### src/rtl/mod_i2s_tx.sv
// I2S transmitter: scales/saturates signed samples into a FIFO of slot words and
// serialises each as a stereo frame with internally generated BCLK/LRCLK.
module mod_i2s_tx #(
  parameter int FIFO_DEPTH  = 4,
  parameter int BCLK_DIV    = 4,
  parameter int SAMPLE_BITS = 24,
  parameter int SHIFT       = 8
) (
  input  logic                          i_clk,
  input  logic                          i_rst_n,
  input  logic [31:0]                   i_sound,
  input  logic                          i_valid,
  input  logic                          i_enable,
  input  logic                          i_clear_flags,
  output logic                          o_bclk,
  output logic                          o_lrclk,
  output logic                          o_sdata,
  output logic                          o_tick,
  output logic [$clog2(FIFO_DEPTH):0]   o_fill,
  output logic                          o_overflow,
  output logic                          o_underflow
);

  localparam int AW = $clog2(FIFO_DEPTH);
  localparam int CW = AW + 1;
  localparam int DW = (BCLK_DIV > 1) ? $clog2(BCLK_DIV) : 1;
  localparam logic [DW-1:0] DIV_LAST = DW'(BCLK_DIV - 1);
  localparam logic signed [31:0] SAT_MAX = (32'sd1 <<< (SAMPLE_BITS - 1)) - 32'sd1;
  localparam logic signed [31:0] SAT_MIN = ~SAT_MAX;

  logic [DW-1:0] div_q, div_d;
  logic          bclk_q, bclk_d;
  logic [5:0]    cnt_q, cnt_d;
  logic          lrclk_q, lrclk_d;
  logic          sdata_q, sdata_d;
  logic [31:0]   frame_q, frame_d;
  logic          tick_q, tick_d;
  logic [AW-1:0] wr_q, wr_d, rd_q, rd_d;
  logic [CW-1:0] count_q, count_d;
  logic          ovf_q, ovf_d, unf_q, unf_d;
  logic [31:0]   mem_q [FIFO_DEPTH];

  logic signed [31:0] shifted_w, sat_w;
  logic [31:0]        slot_w;
  logic [5:0]         cnt_nx;
  logic               term, fall, pop_ev, empty, full, do_pop, do_push;

  always_comb begin
    shifted_w = $signed(i_sound) >>> SHIFT;
    if (shifted_w > SAT_MAX)      sat_w = SAT_MAX;
    else if (shifted_w < SAT_MIN) sat_w = SAT_MIN;
    else                          sat_w = shifted_w;
    slot_w = 32'(sat_w) << (32 - SAMPLE_BITS);
  end

  assign term    = (div_q == DIV_LAST);
  assign fall    = i_enable && term && bclk_q;
  assign cnt_nx  = cnt_q + 6'd1;
  assign pop_ev  = fall && (cnt_q == 6'd62);
  assign empty   = (count_q == '0);
  assign full    = (count_q == CW'(FIFO_DEPTH));
  assign do_pop  = pop_ev && !empty;
  // A pop in the same cycle frees the slot the push would otherwise be denied.
  assign do_push = i_enable && i_valid && (!full || do_pop);

  always_comb begin
    div_d   = div_q;
    bclk_d  = bclk_q;
    cnt_d   = cnt_q;
    lrclk_d = lrclk_q;
    sdata_d = sdata_q;
    frame_d = frame_q;
    tick_d  = 1'b0;
    wr_d    = wr_q;
    rd_d    = rd_q;
    count_d = count_q;
    ovf_d   = (ovf_q && !i_clear_flags) || (i_enable && i_valid && full && !do_pop);
    unf_d   = (unf_q && !i_clear_flags) || (pop_ev && empty);
    if (!i_enable) begin
      div_d   = '0;
      bclk_d  = 1'b0;
      cnt_d   = '1;
      lrclk_d = 1'b0;
      sdata_d = 1'b0;
      frame_d = '0;
      wr_d    = '0;
      rd_d    = '0;
      count_d = '0;
    end else begin
      div_d  = term ? '0 : div_q + DW'(1);
      bclk_d = term ? ~bclk_q : bclk_q;
      if (fall) begin
        cnt_d   = cnt_nx;
        sdata_d = frame_q[~cnt_nx[4:0]];
        lrclk_d = (cnt_nx >= 6'd31) && (cnt_nx <= 6'd62);
      end
      if (pop_ev) begin
        frame_d = empty ? '0 : mem_q[rd_q];
        tick_d  = 1'b1;
      end
      if (do_pop)  rd_d = rd_q + AW'(1);
      if (do_push) wr_d = wr_q + AW'(1);
      count_d = count_q + CW'(do_push) - CW'(do_pop);
    end
  end

  always_ff @(posedge i_clk or negedge i_rst_n) begin
    if (!i_rst_n) begin
      div_q   <= '0;
      bclk_q  <= 1'b0;
      cnt_q   <= '1;
      lrclk_q <= 1'b0;
      sdata_q <= 1'b0;
      frame_q <= '0;
      tick_q  <= 1'b0;
      wr_q    <= '0;
      rd_q    <= '0;
      count_q <= '0;
      ovf_q   <= 1'b0;
      unf_q   <= 1'b0;
    end else begin
      div_q   <= div_d;
      bclk_q  <= bclk_d;
      cnt_q   <= cnt_d;
      lrclk_q <= lrclk_d;
      sdata_q <= sdata_d;
      frame_q <= frame_d;
      tick_q  <= tick_d;
      wr_q    <= wr_d;
      rd_q    <= rd_d;
      count_q <= count_d;
      ovf_q   <= ovf_d;
      unf_q   <= unf_d;
    end
  end

  always_ff @(posedge i_clk) begin
    if (do_push) mem_q[wr_q] <= slot_w;
  end

  assign o_bclk      = bclk_q;
  assign o_lrclk     = lrclk_q;
  assign o_sdata     = sdata_q;
  assign o_tick      = tick_q;
  assign o_fill      = count_q;
  assign o_overflow  = ovf_q;
  assign o_underflow = unf_q;

endmodule

### config.mk
export PLATFORM = sky130hd
export DESIGN_NAME = mod_i2s_tx
export DESIGN_NICKNAME = d
export VERILOG_FILES = /design/src/rtl/mod_i2s_tx.sv
export SDC_FILE = /design/constraint.sdc
export NUM_CORES = 1
export LEC_CHECK = 0
export BUFFER_PORTS_ARGS = -buffer_cell sky130_fd_sc_hd__buf_2
export CAP_MARGIN = 20
export CELL_PAD_IN_SITES_DETAIL_PLACEMENT = 1
export CELL_PAD_IN_SITES_GLOBAL_PLACEMENT = 1
export CORE_ASPECT_RATIO = 1.4
export CORE_MARGIN = 8
export CORE_UTILIZATION = 46
export CTS_BUF_LIST = sky130_fd_sc_hd__clkbuf_8
export CTS_CLUSTER_SIZE = 14
export DETAILED_ROUTE_END_ITERATION = 8
export GPL_TIMING_DRIVEN = 0
export PLACE_DENSITY = 0.83
export SKIP_LAST_GASP = 1
export SYNTH_ARGS = -nofsm -noshare
export SYNTH_HDL_FRONTEND = slang
export SYNTH_SLANG_ARGS = --single-unit
export TNS_END_PERCENT = 30
### constraint.sdc
create_clock -name i_clk -period 2.7 [get_ports i_clk]
set_input_delay 0.54 -clock i_clk [delete_from_list [all_inputs] [get_ports i_clk]]
set_output_delay 0.54 -clock i_clk [all_outputs]
set_load 0.005 [all_outputs]
# Word level (Yosys, flattened, before mapping)
# Memories as Yosys holds them, arrays and structs flattened.
# Cells that the tools add are included.
[totals] output_inout_bits=9 mem_bits_rw=96 regBits=53 wordCells=80 n_memories=1 in_bits=37
[classes] order_cmp=5 mux=26 addsub=6 n_eq_ne=8 bitwise_logic=2 n_reduce_logical=20
[mem_list] memory="mem_q" depth=4 width=24 read_ports=1 rd_ports_with_merged_regs=0 write_ports=1 line_no="41" rtl="logic [31:0] mem_q [FIFO_DEPTH];"
[op_table] operator="$mux 32" n=3
[op_table] operator="$mux 24" n=2
[op_table] operator="$gt 24x24->1 const B" n=1
[op_table] operator="$lt 24x24->1 const B" n=1
[op_table] operator="$logic_and 1x1->1" n=12
[op_table] operator="$mux 2" n=6
[op_table] operator="$mux 6" n=2
[op_table] operator="$mux 1" n=11
[op_table] operator="$ne 2x1->1 const B" n=5
[op_table] operator="$add 2x1->2 const B" n=3
[op_table] operator="$add 6x1->6 const B" n=1
[op_table] operator="$eq 6x6->1 const B" n=1
[op_table] operator="$ge 6x5->1 const B" n=1
[op_table] operator="$le 6x6->1 const B" n=1
[op_table] operator="$lt 5x6->1 const B" n=1
[op_table] operator="$bmux 1 s5" n=1
[op_table] operator="$not 5->5" n=1
[op_table] operator="$logic_not 1->1" n=4
[op_table] operator="$add 3x1->3" n=1
[op_table] operator="$eq 3x3->1 const B" n=1
[op_table] operator="$logic_not 3->1" n=1
[op_table] operator="$logic_or 1x1->1" n=3
[op_table] operator="$mux 3" n=1
[op_table] operator="$sub 3x1->3" n=1
[op_table] operator="other kinds (2)" n=2

# Logic depth before layout (Yosys ltp)
# Gate-level depths: netlist of run 1.
[depth] ltp_word=10 ltp_mapped=15 ltp_nobuf=14

# Worst setup path before layout of run 1
# Ideal clock, no wire load.
[synth_timing] kind="register -> register" startpoint="register cnt_q[0]" endpoint="register count_q[2], in the netlist o_fill[2]" path_buffers=1 arrival_ps=2776 required_time_ps=2581 slack_ps=-195 setup_ps=119 period_less_slack_ps=2895 stages_incl_launch_ff=16 path_cell_list="dfstp_2 buf_6 inv_1 ha_1 nand2_1 or3_1 a31oi_2 inv_1 ha_1 inv_1 ha_1 inv_1 fa_1 xnor2_1 xnor2_1 and2_1"
[synth_via] elab_chain_len=8
[synth_lines] element="start, declared" line_no="33" rtl="logic [5:0] cnt_q, cnt_d;"
[synth_lines] element="start signal, assigned" line_no="124" rtl="cnt_q <= cnt_d;"
[synth_lines] element="$eq 6x6->1 (*)" line_no="59" rtl="assign pop_ev = fall && (cnt_q == 6'd62);"
[synth_lines] element="$logic_and 1x1->1 (*)" line_no="59"
[synth_lines] element="$logic_and 1x1->1 (*)" line_no="62" rtl="assign do_pop = pop_ev && !empty;"
[synth_lines] element="$logic_or 1x1->1" line_no="64" rtl="assign do_push = i_enable && i_valid && (!full || do_pop);"
[synth_lines] element="$logic_and 1x1->1" line_no="64"
[synth_lines] element="$add 3x1->3" line_no="103" rtl="count_d = count_q + CW'(do_push) - CW'(do_pop);"
[synth_lines] element="$sub 3x1->3 (*)" line_no="103"
[synth_lines] element="$mux 3 (*)" line_no="79" rtl="if (!i_enable) begin"
[synth_lines] element="via count_d[2]" line_no="39" rtl="logic [CW-1:0] count_q, count_d;"
[synth_lines] element="end signal, assigned" line_no="131" rtl="count_q <= count_d;"
[synth_lines] element="end, declared" line_no="39"
# Mark *: on every way through the listed nets, which the timed path passes. The rest lies on a longest branch.
# A chain may end at the register's enable or synchronous reset.

# Worst setup path after layout of run 1
[layout_timing] startpoint="register cnt_q[4]" endpoint="register count_q[2], in the netlist o_fill[2]"
# The elaborated chain is that of the path after synthesis.

==> flow_summary.yaml, run 1 <==
run_status:
  status: "complete, but fails checks"
  violations: "negative setup slack"
min_path:
  hold_path.class: "input port to async pin"
logic_synthesis:
  netlist_instances: 341
  postSynthAreaPerCell_um2: 17.1
  synth-async-reset-ratio_pct: 31.9
  synthTopCellsByArea: "edfxtp_1 (49%), dfrtp_1 (17%), mux4_2 (10%)"
  yosysMostFrequentCell: "edfxtp_1"
  ys_types: 43
  synth-edff-count: 96
  synthTopCellsByCount: "edfxtp_1 (96), dfrtp_1 (39), clkbuf_1 (30)"
  yosysWarnings: 0
  syn_area_um2: 5840
  synth_nets: 389
  yosysTopAreaCell: "edfxtp_1"
  ys_seq_area_share_pct: 68.7
  synthFlopType: "edfxtp_1"
  synth_top_area_share_pct: 49.3
  ys_ff_latch: 141
timing:
  hold_viol_final: 0
  slew_violations: 0
  setup_viol: 1
  fmax_mhz: 367
  clock-skew-final_ps: 11.3
  relSlewSlack_pct: 45.4
  tightest_slew_ps: 819
  min_period_ps: 2730
  fin_ws_ps: -26.9
  rsz0062_at_grt: "yes"
  finalCritPeriodShare_pct: 101
floorplanning:
  pin_count: 46
  die_h_um: 149
  die_area_um2: 16600
  core_um2: 12400
  start_util_pct: 47.2
  num_rows: 48
  die_x_um: 111
route:
  dr.first_iter.drc_count: 128
  firstDrtPassIters: 4
  ant_nets: 0
  via_per_inst: 5.61
  avgRoutedWirePerCell_um: 22.5
  num_vias: 3113
  drt_wl_total_mm: 12.5
  drc: 0
global_route:
  grt_pass1_wl_mm: 19.6
  grt_pass1_vias: 3507
  grt.total_usage_pct: 15.6
  grt_max_degree: 46
  grt_overflow_total: 0
  grt_antenna_before_repair: 0
finish:
  multiInputGateArea_um2: 1720
  final.fill_count: 1142
  final_cells: 555
  regArea_um2: 4020
  drive_gt1_share_pct: 31.1
  area_delta_synth_final_pct: 16.8
  layout.nets: 441
  diodes: 0
setup_path:
  r2r_setup_slack_ps: -30
  path_max_fanout: 5
  ff2ff_path_depth: 12
  worst_ep_required_time_ps: 3030
  worstSetupEndpointType: "flop"
  crit_type: "flop to flop"
  rr_endpoint: "o_fill[2]$_DFF_PN0_"
  start_kind: "flop"
  critPathArrivalTime_ps: 3050
  reg2reg_from: "cnt_q[4]$_DFFE_PN1P_"
clock_tree:
  root_buffer: "clkbuf_8"
  worstSkewPairLatency_ps: 440
  cts_tree: "built"
  clkTransAtPathRegs_ps: 80
  clockBufferDepth: 2
  clock_sinks: 141
  htree_levels: 4
  cts_buffers: 17
flow_run:
  maxCapViolCount: 0
power:
  powerDensity_nw_per_um2: 632
  power_leakage_nw: 2.56
  ir_drop_v: 0.000346
placement:
  gp_congestion: 0.767
  dp.cells: 508
  dpl.hpwl_mm: 8.07
  io_buffers: 13
  post-place-ws_ps: -393
[critical path, stage by stage (launching register included)]
cell and delay (ps):
dfstp_2 610, nand3_4 110, or3_4 410, a31oi_4 220, inv_2 70, ha_4 210
inv_2 60, ha_4 120, inv_2 30, fa_2 350, xnor2_2 150, xnor2_1 120
and2_1 160
[how the worst max path moves through the flow]
stage,startpoint,endpoint,depth (start not counted)
after floorplan,cnt_q[1]$_DFFE_PN1P_,o_fill[2]$_DFF_PN0_,12
after global placement,div_q[0]$_DFF_PN0_,mem_q[1][9]$_DFFE_PP_,5
after detailed placement,cnt_q[1]$_DFFE_PN1P_,o_fill[2]$_DFF_PN0_,12
after CTS,cnt_q[1]$_DFFE_PN1P_,o_fill[2]$_DFF_PN0_,13
after global routing,cnt_q[2]$_DFFE_PN1P_,o_fill[2]$_DFF_PN0_,12
final,cnt_q[4]$_DFFE_PN1P_,o_fill[2]$_DFF_PN0_,12
[flip-flops by register name (all words and copies together), names as in the netlist]
| register | count |
|---|---|
| mem_q | 96 |
| frame_q | 24 |
| div_q | 2 |
| wr_q | 2 |
| o_lrclk | 1 |
| cnt_q | 6 |
| o_tick | 1 |
| o_underflow | 1 |
| o_fill | 3 |
| o_sdata | 1 |
| o_bclk | 1 |
| rd_q | 2 |
| o_overflow | 1 |
[power by group]
part | switching (W) | internal (W)
Clock | 0.000768 | 0.000893
Sequential | 0.0000315 | 0.00238
Combinational | 0.000138 | 0.0000986
Total | 0.000938 | 0.00338
[metrics by stage]
step | setup TNS [ps] | area [um^2] | hold WS [ps] | power (W) | utilization, %
after floorplan | -60.1 | 5900 | 244 | 0.00258 | -
after global placement | -33780 | 6150 | 426 | 0.00264 | 49.7
after detailed placement | -7400 | 6230 | 436 | 0.00267 | 50.4
after CTS | 0 | 6760 | 261 | 0.00436 | 54.6
after global routing | -2370 | 6830 | 94.1 | 0.00445 | 55.2
final | -26.9 | 6830 | 97.5 | 0.00431 | 55.2
[layout make-up]
cell class,count,area share (%)
plain buffers,38,2.46
clock buffers,17,3.43
clock inverters,14,2.27
inverters,9,0.532
multi-input cells,151,25.2
flip-flops and latches,141,58.9
well taps,150,2.75
repair buffers,35,4.47
[metal layers]
| layer | global-route usage, % | vias to the layer above | part of all wire, % |
|---|---|---|---|
| met5 | 0 | - | 0 |
| met4 | 6.76 | 0 | 1.5 |
| met3 | 4.07 | 16 | 3.5 |
| met2 | 28.2 | 63 | 55 |
| met1 | 16.8 | 1638 | 40 |
| li1 | - | 1396 | - |
[cell usage in the layout (no fill, tap or decap), drive strengths merged, types with 2 or more instances in the layout]
cell / netlist / layout
nor3b: 2 / 2
clkbuf: 30 / 46
dfrtp: 39 / 39
buf: 10 / 44
nand2: 16 / 16
ha: 10 / 10
nand2b: 2 / 2
xor2: 4 / 4
nor2b: 2 / 2
a21oi: 3 / 3
clkinv: 0 / 7
mux2i: 2 / 2
nor3: 4 / 4
or3: 2 / 2
nor4bb: 2 / 2
mux4: 30 / 30
nor2: 3 / 3
o21ai: 5 / 5
xnor2: 8 / 8
edfxtp: 96 / 96
dfstp: 6 / 6
and2: 12 / 12
nand3: 8 / 8
a22o: 24 / 24
o211ai: 2 / 2
inv: 9 / 11
clkinvlp: 0 / 2
bufinv: 0 / 3
[cells by family (layout without fill, tap and decap cells)]
logic type | Yosys count | after routing | share of synthesized area (%)
AO/OA/AOI/OAI | 40 | 40 | 5.46
XOR/XNOR | 12 | 12 | 1.80
adder cells (fa/ha/maj) | 11 | 11 | 2.48
buffers and inverters | 49 | 113 | 3.64
flip-flops | 141 | 141 | 68.7
multiplexers | 33 | 33 | 12.4
AND/OR/NAND/NOR | 55 | 55 | 5.54
[repair_timing]
item	CTS	global route
endpoints found under the setup margin	74	27
cloned	0	0
pin swaps	10	8
setup buffers	11	6
hold buffers	0	0
resized for setup	14	1
(Power assumes the default switching activity.)
==> inputs of run 2 (changes only) <==
--- a/config.mk
+++ b/config.mk
@@ -12,11 +12,11 @@
 export CORE_ASPECT_RATIO = 1.4
 export CORE_MARGIN = 8
 export CORE_UTILIZATION = 46
-export CTS_BUF_LIST = sky130_fd_sc_hd__clkbuf_8
+export CTS_BUF_LIST = sky130_fd_sc_hd__clkbuf_4
 export CTS_CLUSTER_SIZE = 14
 export DETAILED_ROUTE_END_ITERATION = 8
 export GPL_TIMING_DRIVEN = 0
-export PLACE_DENSITY = 0.83
+export PLACE_DENSITY_LB_ADDON = 0.15
 export SKIP_LAST_GASP = 1
 export SYNTH_ARGS = -nofsm -noshare
 export SYNTH_HDL_FRONTEND = slang
==> flow_summary.yaml, run 2 (synthesis gave the netlist of run 1 again) <==
power:
  pwr-share-clk_pct: 34.5
  powerDensity_nw_per_um2: 604
  pwr-share-seq_pct: 59.8
  ir_drop_v: 0.000385
  power.share.switching_pct: 22.0
  p_int_w: 0.00315
  pwr-share-comb_pct: 5.6
  power.switching_w: 0.000888
  power_leakage_nw: 2.48
min_path:
  hold_path_end: "o_overflow$_DFF_PN0_"
  hold_path.class: "input port to flop"
  min_from: "i_clear_flags"
  whs_path_depth: 2
placement:
  gp_congestion: 0.741
  place_area_um2: 6190
  dp.cells: 506
  dpl.hpwl_mm: 7.42
  post-place-ws_ps: -382
  io_buffers: 13
clock_tree:
  clock_sinks: 141
  cts_buffers: 17
  clockBufferDepth: 2
  root_buffer: "clkbuf_4"
  clkTransAtPathRegs_ps: 110
  cts_tree: "built"
  worstSkewPairLatency_ps: 510
  htree_levels: 4
setup_path:
  r2r_setup_slack_ps: -30
  critPathArrivalTime_ps: 3140
  ff2ff_path_depth: 13
  worstSetupEndpointType: "flop"
  reg2reg_from: "cnt_q[1]$_DFFE_PN1P_"
  crit_type: "flop to flop"
  path_max_fanout: 3
  worst_ep_required_time_ps: 3120
  rr_endpoint: "o_fill[2]$_DFF_PN0_"
  start_kind: "flop"
timing:
  fin_hold_ws_ps: 232
  relSlewSlack_pct: 53.5
  clock-skew-final_ps: 13.9
  fin_ws_ps: -26.9
  tightest_slew_ps: 698
  setup_viol: 1
  finalCritPeriodShare_pct: 101
  min_period_ps: 2730
  hold_viol_final: 0
  slew_violations: 0
  fmax_mhz: 367
  rsz0062_at_grt: "yes"
route:
  drt_wl_total_mm: 11.4
  num_vias: 3056
  drc: 0
  dr.first_iter.drc_count: 136
  avgRoutedWirePerCell_um: 20.6
  via_per_inst: 5.52
  firstDrtPassIters: 4
  ant_nets: 0
floorplanning:
  die_area_um2: 16600
  core_um2: 12400
  die_h_um: 149
  die_x_um: 111
  start_util_pct: 47.2
  num_rows: 48
  pin_count: 46
finish:
  area_delta_synth_final_pct: 14.2
  layout.nets: 438
  final_cells: 554
  largest_register_ffs: 96
  reg.largest.list: "mem_q (96), frame_q (24), cnt_q (6)"
  final_cell_mix: "edfxtp_1 (96), dfrtp_1 (39), clkbuf_1 (30)"
  drive_gt1_share_pct: 30.5
  regMostFlops: "mem_q"
  final_common_cell: "edfxtp_1"
  final_area_um2: 6680
global_route:
  grt_antenna_before_repair: 1
  grt_max_degree: 46
  grt_pass1_wl_mm: 18.5
  grt.total_usage_pct: 14.5
  grt_overflow_total: 0
  grt_pass1_vias: 3412
run_status:
  status: "complete, but fails checks"
  violations: "negative setup slack"
flow_run:
  maxCapViolCount: 0
-- run 2: cell count changes in the layout (fill, tap and decap cells not counted), moves of 2 or more --
cell,delta
buf_16,-2
clkinv_1,+3
clkbuf_8,-17
inv_1,-2
clkinv_2,-4
and2_1,-2
buf_4,-2
clkbuf_4,+20
-- run 2: layout make-up --
type,instances,area [um^2]
fill,1150,5700
sequential,141,4020
multi-input combinational,151,1720
timing repair buffer,31,243
tap,150,188
buffer,39,168
clock buffer,20,150
clock inverter,12,146
inverter,9,36.3
antenna,1,2.50
-- run 2: what timing repair did --
| item | in CTS | in global routing |
|---|---|---|
| setup buffers | 10 | 4 |
| endpoints found under the hold margin | 0 | 5 |
| hold buffers | 0 | 1 |
| setup endpoints to repair | 44 | 25 |
| pin swaps | 2 | 7 |
| gates resized for setup | 8 | 7 |
| cloned | 0 | 0 |
-- run 2: power by group through the flow --
stage / Sequential [W] / Combinational [W] / Clock, W
after floorplan: 0.00245 / 0.000126 / 0
after global placement: 0.00245 / 0.000191 / 0
after detailed placement: 0.00246 / 0.000212 / 0
after CTS: 0.00241 / 0.000224 / 0.00144
after global routing: 0.00242 / 0.000255 / 0.00151
final: 0.00241 / 0.000228 / 0.00139
-- run 2: how the worst max path moves through the flow --
| stage | endpoint | start |
|---|---|---|
| floorplan | o_fill[2]$_DFF_PN0_ | cnt_q[1]$_DFFE_PN1P_ |
| global placement | mem_q[2][4]$_DFFE_PP_ | div_q[0]$_DFF_PN0_ |
| detailed placement | o_fill[2]$_DFF_PN0_ | cnt_q[1]$_DFFE_PN1P_ |
| CTS | o_fill[2]$_DFF_PN0_ | cnt_q[3]$_DFFE_PN1P_ |
| global route | o_fill[2]$_DFF_PN0_ | cnt_q[1]$_DFFE_PN1P_ |
| finish | o_fill[2]$_DFF_PN0_ | cnt_q[1]$_DFFE_PN1P_ |
-- run 2: metal layers --
metal / vias to the layer above / global-route usage (%) / part of all wire [%]
li1: 1393 / - / -
met1: 1595 / 16.0 / 42
met2: 52 / 25.8 / 54
met3: 16 / 3.82 / 3.0
met4: 0 / 6.02 / 1.9
met5: - / 0 / 0
-- run 2: worst max-delay path, stage by stage, from the launching register on --
cell and delay, ps:
dfstp_2 570, ha_4 140, nand2_4 70, or3_4 390, a31oi_4 190, inv_2 60
ha_4 210, inv_2 60, ha_4 110, inv_2 30, fa_2 360, xnor2_2 150
xnor2_1 130, and2_1 150
-- run 2: per-stage QoR --
stage / total power, W / utilization, % / TNS (ps)
after floorplan: 0.00258 / - / -60.1
after global placement: 0.00265 / 49.7 / -42980
after detailed placement: 0.00267 / 50.1 / -5420
after CTS: 0.00408 / 53.2 / -91.0
after global routing: 0.00418 / 54.0 / -1710
final: 0.00403 / 54.0 / -26.9
